==> config.mk <==
export PLATFORM = sky130hd
export DESIGN_NAME = spi_seq
export DESIGN_NICKNAME = d
export VERILOG_FILES = /design/src/rtl/spi_seq.sv
export SDC_FILE = /design/constraint.sdc
export NUM_CORES = 1
export LEC_CHECK = 0
export CELL_PAD_IN_SITES_DETAIL_PLACEMENT = 1
export CELL_PAD_IN_SITES_GLOBAL_PLACEMENT = 2
export CORE_MARGIN = 2
export CORE_UTILIZATION = 27
export DETAILED_ROUTE_END_ITERATION = 7
export GPL_TIMING_DRIVEN = 0
export PLACE_DENSITY_LB_ADDON = 0.1
export REMOVE_ABC_BUFFERS = 1
export SYNTH_ARGS = -nofsm -noshare
export SYNTH_HDL_FRONTEND = slang
export SYNTH_SLANG_ARGS = --single-unit
==> constraint.sdc <==
create_clock -name clk -period 3 [get_ports clk]
set_input_delay 0.45 -clock clk [delete_from_list [all_inputs] [get_ports clk]]
set_output_delay 0.45 -clock clk [all_outputs]
set_load 0.02 [all_outputs]
==> src/rtl/spi_seq.sv <==
// spi_seq -- sequencer in front of the spi master's register port.
//
// Shares one spi master between two requesters:
//   * CPU pass-through: while the read engine is idle, the CPU register bus
//     is wired straight through to the spi master.
//   * Hardware read engine: performs a full serial-flash READ transaction
//     (opcode, 24-bit address, N data bytes) without CPU help. Each received
//     byte is streamed out on rd_data with a one-cycle rd_valid strobe.
//
// Build option:
//   SPI_SEQ_FAST_READ_EN  when defined, the engine issues FAST READ (0x0B)
//                         and one extra, uncaptured dummy byte after the
//                         address. When undefined, it issues CMD_READ and
//                         has no dummy phase.
//
// Ports:
//   clk, reset      clock, synchronous active-high reset
//   cpu_*           CPU register bus (addr, data in/out, sel, read, write)
//   cpu_stall       CPU access refused this cycle because the engine is busy
//   req, req_addr,  engine request (held until req_ack), flash byte address,
//   req_len,        byte count (0 means 256),
//   req_sel         spi device select used by the engine
//   req_ack         one-cycle pulse, request accepted
//   rd_valid,       one-cycle pulse with each received byte
//   rd_data
//   done            one-cycle pulse after the transaction is closed
//   spi_*           spi master register port (addr, data in/out, sel,
//                   read, write) and its byte-complete interrupt

module spi_seq #(
   parameter logic [7:0] CMD_READ = 8'h03,
   parameter logic [7:0] DUMMY    = 8'hFF
) (
   input  logic        clk,
   input  logic        reset,
   input  logic [2:0]  cpu_addr,
   input  logic [7:0]  cpu_data_in,
   output logic [7:0]  cpu_data_out,
   input  logic [1:0]  cpu_sel,
   input  logic        cpu_read,
   input  logic        cpu_write,
   output logic        cpu_stall,
   input  logic        req,
   input  logic [23:0] req_addr,
   input  logic [7:0]  req_len,
   input  logic [1:0]  req_sel,
   output logic        req_ack,
   output logic        rd_valid,
   output logic [7:0]  rd_data,
   output logic        done,
   output logic [2:0]  spi_addr,
   output logic [7:0]  spi_data_in,
   input  logic [7:0]  spi_data_out,
   output logic [1:0]  spi_sel,
   output logic        spi_read,
   output logic        spi_write,
   input  logic        spi_interrupt
);

`ifdef SPI_SEQ_FAST_READ_EN
   localparam logic [7:0] OPCODE = 8'h0B;
`else
   localparam logic [7:0] OPCODE = CMD_READ;
`endif

   // Strobe states (CMD..DATA, CAP, END) are the cycles in which the
   // corresponding spi access is visible on the port. WAIT follows every
   // write strobe and returns to next_step.
   typedef enum logic [3:0] {
      S_IDLE,
      S_CMD,
      S_A2,
      S_A1,
      S_A0,
      S_DMY,
      S_DATA,
      S_WAIT,
      S_CAP,
      S_END
   } state_t;

   state_t      state;
   state_t      next_step;
   state_t      tgt;
   logic        skip;
   logic        cpu_own;
   logic [8:0]  cnt;
   logic [23:0] addr_q;
   logic [1:0]  sel_q;

   // Engine-side register port values, driven onto spi_* while busy.
   logic [2:0]  eng_addr;
   logic [7:0]  eng_data;
   logic        eng_read;
   logic        eng_write;

   logic        busy;
   logic        cpu_access;
   logic        grant;
   logic        issue;
   logic        stb_write;
   logic        stb_read;
   logic [2:0]  stb_addr;
   logic [7:0]  stb_data;

   assign busy       = (state != S_IDLE);
   assign cpu_access = cpu_read | cpu_write;

   // CPU wins ties, and a CPU that has opened its own transaction (cpu_own)
   // keeps the engine out until it closes it with a read of address 0.
   assign grant   = !reset && (state == S_IDLE) && req && !cpu_own && !cpu_access;
   assign req_ack = grant;

   assign cpu_stall    = busy & cpu_access;
   assign cpu_data_out = spi_data_out;

   // Owner mux: CPU passes straight through whenever the engine is idle.
   assign spi_addr    = busy ? eng_addr  : cpu_addr;
   assign spi_data_in = busy ? eng_data  : cpu_data_in;
   assign spi_sel     = busy ? sel_q     : cpu_sel;
   assign spi_read    = busy ? eng_read  : cpu_read;
   assign spi_write   = busy ? eng_write : cpu_write;

   // Decide whether the next cycle is a strobe cycle, and which one.
   // Only IDLE (grant), WAIT (interrupt seen) and CAP (byte captured)
   // launch a new access; the write-strobe states always fall into WAIT.
   always_comb begin
      issue = 1'b0;
      tgt   = S_IDLE;
      case (state)
         S_IDLE: begin
            if (grant) begin
               issue = 1'b1;
               tgt   = S_CMD;
            end
         end
         S_WAIT: begin
            if (!skip && spi_interrupt) begin
               issue = 1'b1;
               tgt   = next_step;
            end
         end
         S_CAP: begin
            issue = 1'b1;
            tgt   = (cnt == 9'd1) ? S_END : S_DATA;
         end
         default: begin
            issue = 1'b0;
            tgt   = S_IDLE;
         end
      endcase
   end

   // Register-port values for the access being launched.
   always_comb begin
      stb_write = 1'b0;
      stb_read  = 1'b0;
      stb_addr  = 3'd0;
      stb_data  = 8'h00;
      case (tgt)
         S_CMD: begin
            stb_write = 1'b1;
            stb_addr  = 3'd0;
            stb_data  = OPCODE;
         end
         S_A2: begin
            stb_write = 1'b1;
            stb_addr  = 3'd1;
            stb_data  = addr_q[23:16];
         end
         S_A1: begin
            stb_write = 1'b1;
            stb_addr  = 3'd1;
            stb_data  = addr_q[15:8];
         end
         S_A0: begin
            stb_write = 1'b1;
            stb_addr  = 3'd1;
            stb_data  = addr_q[7:0];
         end
         S_DMY, S_DATA: begin
            stb_write = 1'b1;
            stb_addr  = 3'd1;
            stb_data  = DUMMY;
         end
         S_CAP: begin
            stb_read = 1'b1;
            stb_addr = 3'd1;
         end
         S_END: begin
            // Read of address 0 closes the transfer and raises chip select.
            stb_read = 1'b1;
            stb_addr = 3'd0;
         end
         default: begin
            stb_write = 1'b0;
            stb_read  = 1'b0;
         end
      endcase
   end

   always_ff @(posedge clk) begin
      if (reset) begin
         state     <= S_IDLE;
         next_step <= S_IDLE;
         skip      <= 1'b0;
         cpu_own   <= 1'b0;
         cnt       <= 9'd0;
         addr_q    <= 24'd0;
         sel_q     <= 2'd0;
         eng_addr  <= 3'd0;
         eng_data  <= 8'h00;
         eng_read  <= 1'b0;
         eng_write <= 1'b0;
         rd_valid  <= 1'b0;
         rd_data   <= 8'h00;
         done      <= 1'b0;
      end else begin
         rd_valid  <= 1'b0;
         done      <= 1'b0;
         eng_read  <= 1'b0;
         eng_write <= 1'b0;
         eng_addr  <= 3'd0;
         eng_data  <= 8'h00;

         // Only forwarded (unstalled) CPU accesses move ownership.
         if (!busy) begin
            if (cpu_write && (cpu_addr == 3'd0)) begin
               cpu_own <= 1'b1;
            end else if (cpu_read && (cpu_addr == 3'd0)) begin
               cpu_own <= 1'b0;
            end
         end

         if (issue) begin
            state     <= tgt;
            eng_write <= stb_write;
            eng_read  <= stb_read;
            eng_addr  <= stb_addr;
            eng_data  <= stb_data;
         end

         case (state)
            S_IDLE: begin
               if (grant) begin
                  addr_q <= req_addr;
                  sel_q  <= req_sel;
                  cnt    <= (req_len == 8'd0) ? 9'd256 : {1'b0, req_len};
               end
            end
            S_CMD: begin
               state     <= S_WAIT;
               skip      <= 1'b1;
               next_step <= S_A2;
            end
            S_A2: begin
               state     <= S_WAIT;
               skip      <= 1'b1;
               next_step <= S_A1;
            end
            S_A1: begin
               state     <= S_WAIT;
               skip      <= 1'b1;
               next_step <= S_A0;
            end
            S_A0: begin
               state     <= S_WAIT;
               skip      <= 1'b1;
`ifdef SPI_SEQ_FAST_READ_EN
               next_step <= S_DMY;
`else
               next_step <= S_DATA;
`endif
            end
            S_DMY: begin
               state     <= S_WAIT;
               skip      <= 1'b1;
               next_step <= S_DATA;
            end
            S_DATA: begin
               state     <= S_WAIT;
               skip      <= 1'b1;
               next_step <= S_CAP;
            end
            S_WAIT: begin
               // The interrupt flag may still show the previous byte during
               // the first cycle after a strobe, so that cycle is ignored.
               skip <= 1'b0;
            end
            S_CAP: begin
               rd_data  <= spi_data_out;
               rd_valid <= 1'b1;
               cnt      <= cnt - 9'd1;
            end
            S_END: begin
               done  <= 1'b1;
               state <= S_IDLE;
            end
            default: begin
               state <= S_IDLE;
            end
         endcase
      end
   end

endmodule

==> results_dict.tcl <==
set metrics [dict create \
    drtPass1Iterations 4 \
    grt_max_degree 50 \
    synth_xor_area_share_pct 0.522 \
    path_delay_family "buffers and inverters" \
    worst_slew_pin_slew_ns 0.650 \
    relSlewSlack_pct 56.6 \
    first_global_vias 3286 \
    synth_edf_count 0 \
    grt_first_pass_wirelength_mm 16.7 \
    fp.dieH_um 115 \
    yosysUniqueCellTypes 52 \
    grt-ovfl-total 0 \
    synthAdderAreaFrac_pct 0.746 \
    fin_tns_setup_ns 0 \
    met1_length_mm 4.92 \
    p_leak_nw 1.86 \
    vias_per_cell 4.89 \
    n_antenna_cell 0 \
    ys_ff_latch 66 \
    regArea_sq_um 1320 \
    slowest_delay_ns 0.54 \
    rsz0062_at_grt "false" \
    startpoint_type "flop" \
    dieArea_sq_um 13300 \
    critPathSlowestCell "clkdlybuf4s50_1" \
    yosys.area.top_type "dfxtp_1" \
    max_cap_viol_count 0 \
    finalHoldViolations 0 \
    core_region_area_sq_um 12100 \
    clock-sinks 66 \
    fp.dieW_um 115 \
    status "finished clean" \
    power_density_nw_per_um2 502 \
    gr-usage-all-layers_pct 15.8 \
    synth_top_family_by_area "simple AND/OR/NAND/NOR gates" \
    path_max_fanout 17 \
    dp_hpwl_mm 6.71 \
    setup_violations 0 \
    synth_area_leaders "dfxtp_1 (39%), nand2_1 (9.1%), nand3b_1 (5.8%)" \
    via_count 3182 \
    io_buffer_count 95 \
    avgSynthCellArea_sq_um 8.41 \
    nets 541 \
    timing.fmax_mhz 357 \
    yosysSeqAreaShare_pct 39.4 \
    rows 40 \
    post_drt_wl_per_cell_um 15.6 \
    cts_buffer_depth 2 \
    crit_buf_inv 2 \
    route.met2.wl_mm 4.49 \
    crit_arrival_ns 2.35 \
    synth_compound_area_share_pct 18.3 \
    drt_iter0_drc 107 \
    muxShareOfSynthArea_pct 5.33 \
    hold_class "flop to flop" \
    required_ns 2.55 \
    synthesis.instances 399 \
    cts_root_buffer "clkbuf_16" \
    wl_met3_um 605 \
    syn_area_sq_um 3350 \
    clk_pin_slew_ns 0.05 \
    ir_drop_uv 265 \
    drive_above_1_share_pct 12.0 \
    yosysWarnings 0 \
    io_pins 96 \
    highest_layer "met4" \
    ant_nets 0 \
    synth_top_cells_by_count "nand2_1 (81), dfxtp_1 (66), nor2_1 (28)" \
    synth_most_common_cell "nand2_1" \
    fill_cells 1413 \
    cts_tree "yes" \
    synthArstFlopShare_pct 0 \
    endpoint_kind "output port" \
    routabilityCongestion 0.769 \
    h-tree-depth 3 \
    area_growth_pct 42.9 \
    criticalPathCategory "flop to output port" \
    multi_input_area_sq_um 1840 \
    final_max_slew_viol_count 0 \
    numCtsBuffers 9 \
    synthSimpleGateAreaFrac_pct 28.6 \
    drc 0 \
    synth_top_area_share_pct 39.4 \
    post-route-period-util_pct 93.4 \
    grt_antenna_before_repair 0 \
    start_util_pct 27.8 \
    crit_chain "nor4_4, buf_4, mux2_2, clkdlybuf4s50_1" \
    synth_flop_cell "dfxtp_1" \
    routed_wl_mm 10.2 \
    fin_crit_ns 2.80 \
    fin_hold_ws_ns 0.453 \
    clock_latency_ns 0.33 \
    skew_ns 0.0117 \
]
[placed cells by master, fill, tap and decap left out, drive strengths merged, types with 3 or more instances in the layout]
cell           count
a211oi            12
a21oi             27
a221oi             3
a22oi              3
a31oi              9
and2               3
and3               6
buf               12
clkbuf            10
clkdlybuf4s50     93
dfxtp             66
inv                7
mux2              15
nand2             81
nand3              6
nand3b            26
nor2              28
nor3               7
nor4               6
nor4b              4
o211ai             9
o21ai              9
o311a              6
or3                3
or4                3
[worst reg2reg max path, stage by stage (launching register included)]
cell and delay [ns]:
dfxtp_1 0.39, ha_1 0.16, or4b_2 0.66, o21ai_0 0.41
nand2_1 0.25, a211oi_4 0.48, a211oi_1 0.12
[path summary, 6_finish.rpt]
check / from / cells past startpoint / endpoint / slack (ns)
min reg2reg: rd_data[7] / 2 / rd_data[7] / 0.45
max reg2reg: cnt[0] / 6 / eng_data[2] / 0.38
max: state[3] / 4 / spi_data_in[7] / 0.20
min: rd_data[7] / 2 / rd_data[7] / 0.45
[sequential cells by signal, summed over array words and instances (netlist names)]
signal	count
addr_q	24
cnt	9
eng_data	8
rd_data	8
next_step	4
state	4
sel_q	2
cpu_own	1
done	1
eng_addr	1
eng_read	1
eng_write	1
rd_valid	1
skip	1
[metrics by stage]
| stage | power, mW | worst slack, ns | utilization (%) | area (sq um) | instances |
|---|---|---|---|---|---|
| 2_1_floorplan | 1.07 | -0.699 | - | 3140 | 360 |
| 3_3_place_gp | 1.25 | -3.59 | 35.7 | 4300 | 623 |
| 3_5_place_dp | 1.26 | -1.71 | 35.9 | 4330 | 624 |
| 4_1_cts | 2.44 | -0.0147 | 39.2 | 4730 | 645 |
| 5_1_grt | 2.50 | 0.0690 | 39.7 | 4790 | 651 |
| 6_report | 2.40 | 0.199 | 39.7 | 4790 | 651 |
[power by group]
group          total (mW)  switching, mW  internal [mW]
clock network        1.15          0.403          0.751
logic               0.318          0.139          0.179
registers           0.932         0.0347          0.897
[layout make-up]
| cell class | instances | share of cell area, % |
|---|---|---|
| Multi-Input combinational cell | 289 | 38.4 |
| Clock inverter | 6 | 1.85 |
| Tap cell | 168 | 4.39 |
| Timing Repair Buffer | 106 | 22.0 |
| Inverter | 6 | 0.809 |
| Clock buffer | 10 | 4.99 |
| Sequential cell | 66 | 27.6 |
[kinds of logic after synthesis]
group,count (synthesis)
adders and majority gates,2
AOI/OAI and AO/OA,87
buffers and inverters,45
xor gates and xnor gates,2
muxes,16
and+or+nand+nor,181
DFF,66
[metal layers]
| layer | vias to the layer above | global-route usage [%] |
|---|---|---|
| li1 | 1582 | - |
| met1 | 1502 | 20.3 |
| met5 | - | 0 |
| met4 | 0 | 5.54 |
| met3 | 11 | 4.24 |
| met2 | 87 | 25.6 |
[timing repair]
| item | 4_1_cts | 5_1_grt |
|---|---|---|
| hold endpoints to repair | 0 | 0 |
| endpoints found under the setup margin | 62 | 11 |
| hold buffers | 0 | 0 |
| setup buffers | 4 | 6 |
| resized for setup | 7 | 3 |
| cloned | 1 | 0 |
| pin swaps | 2 | 2 |
Power figures use the tool's default switching activity.
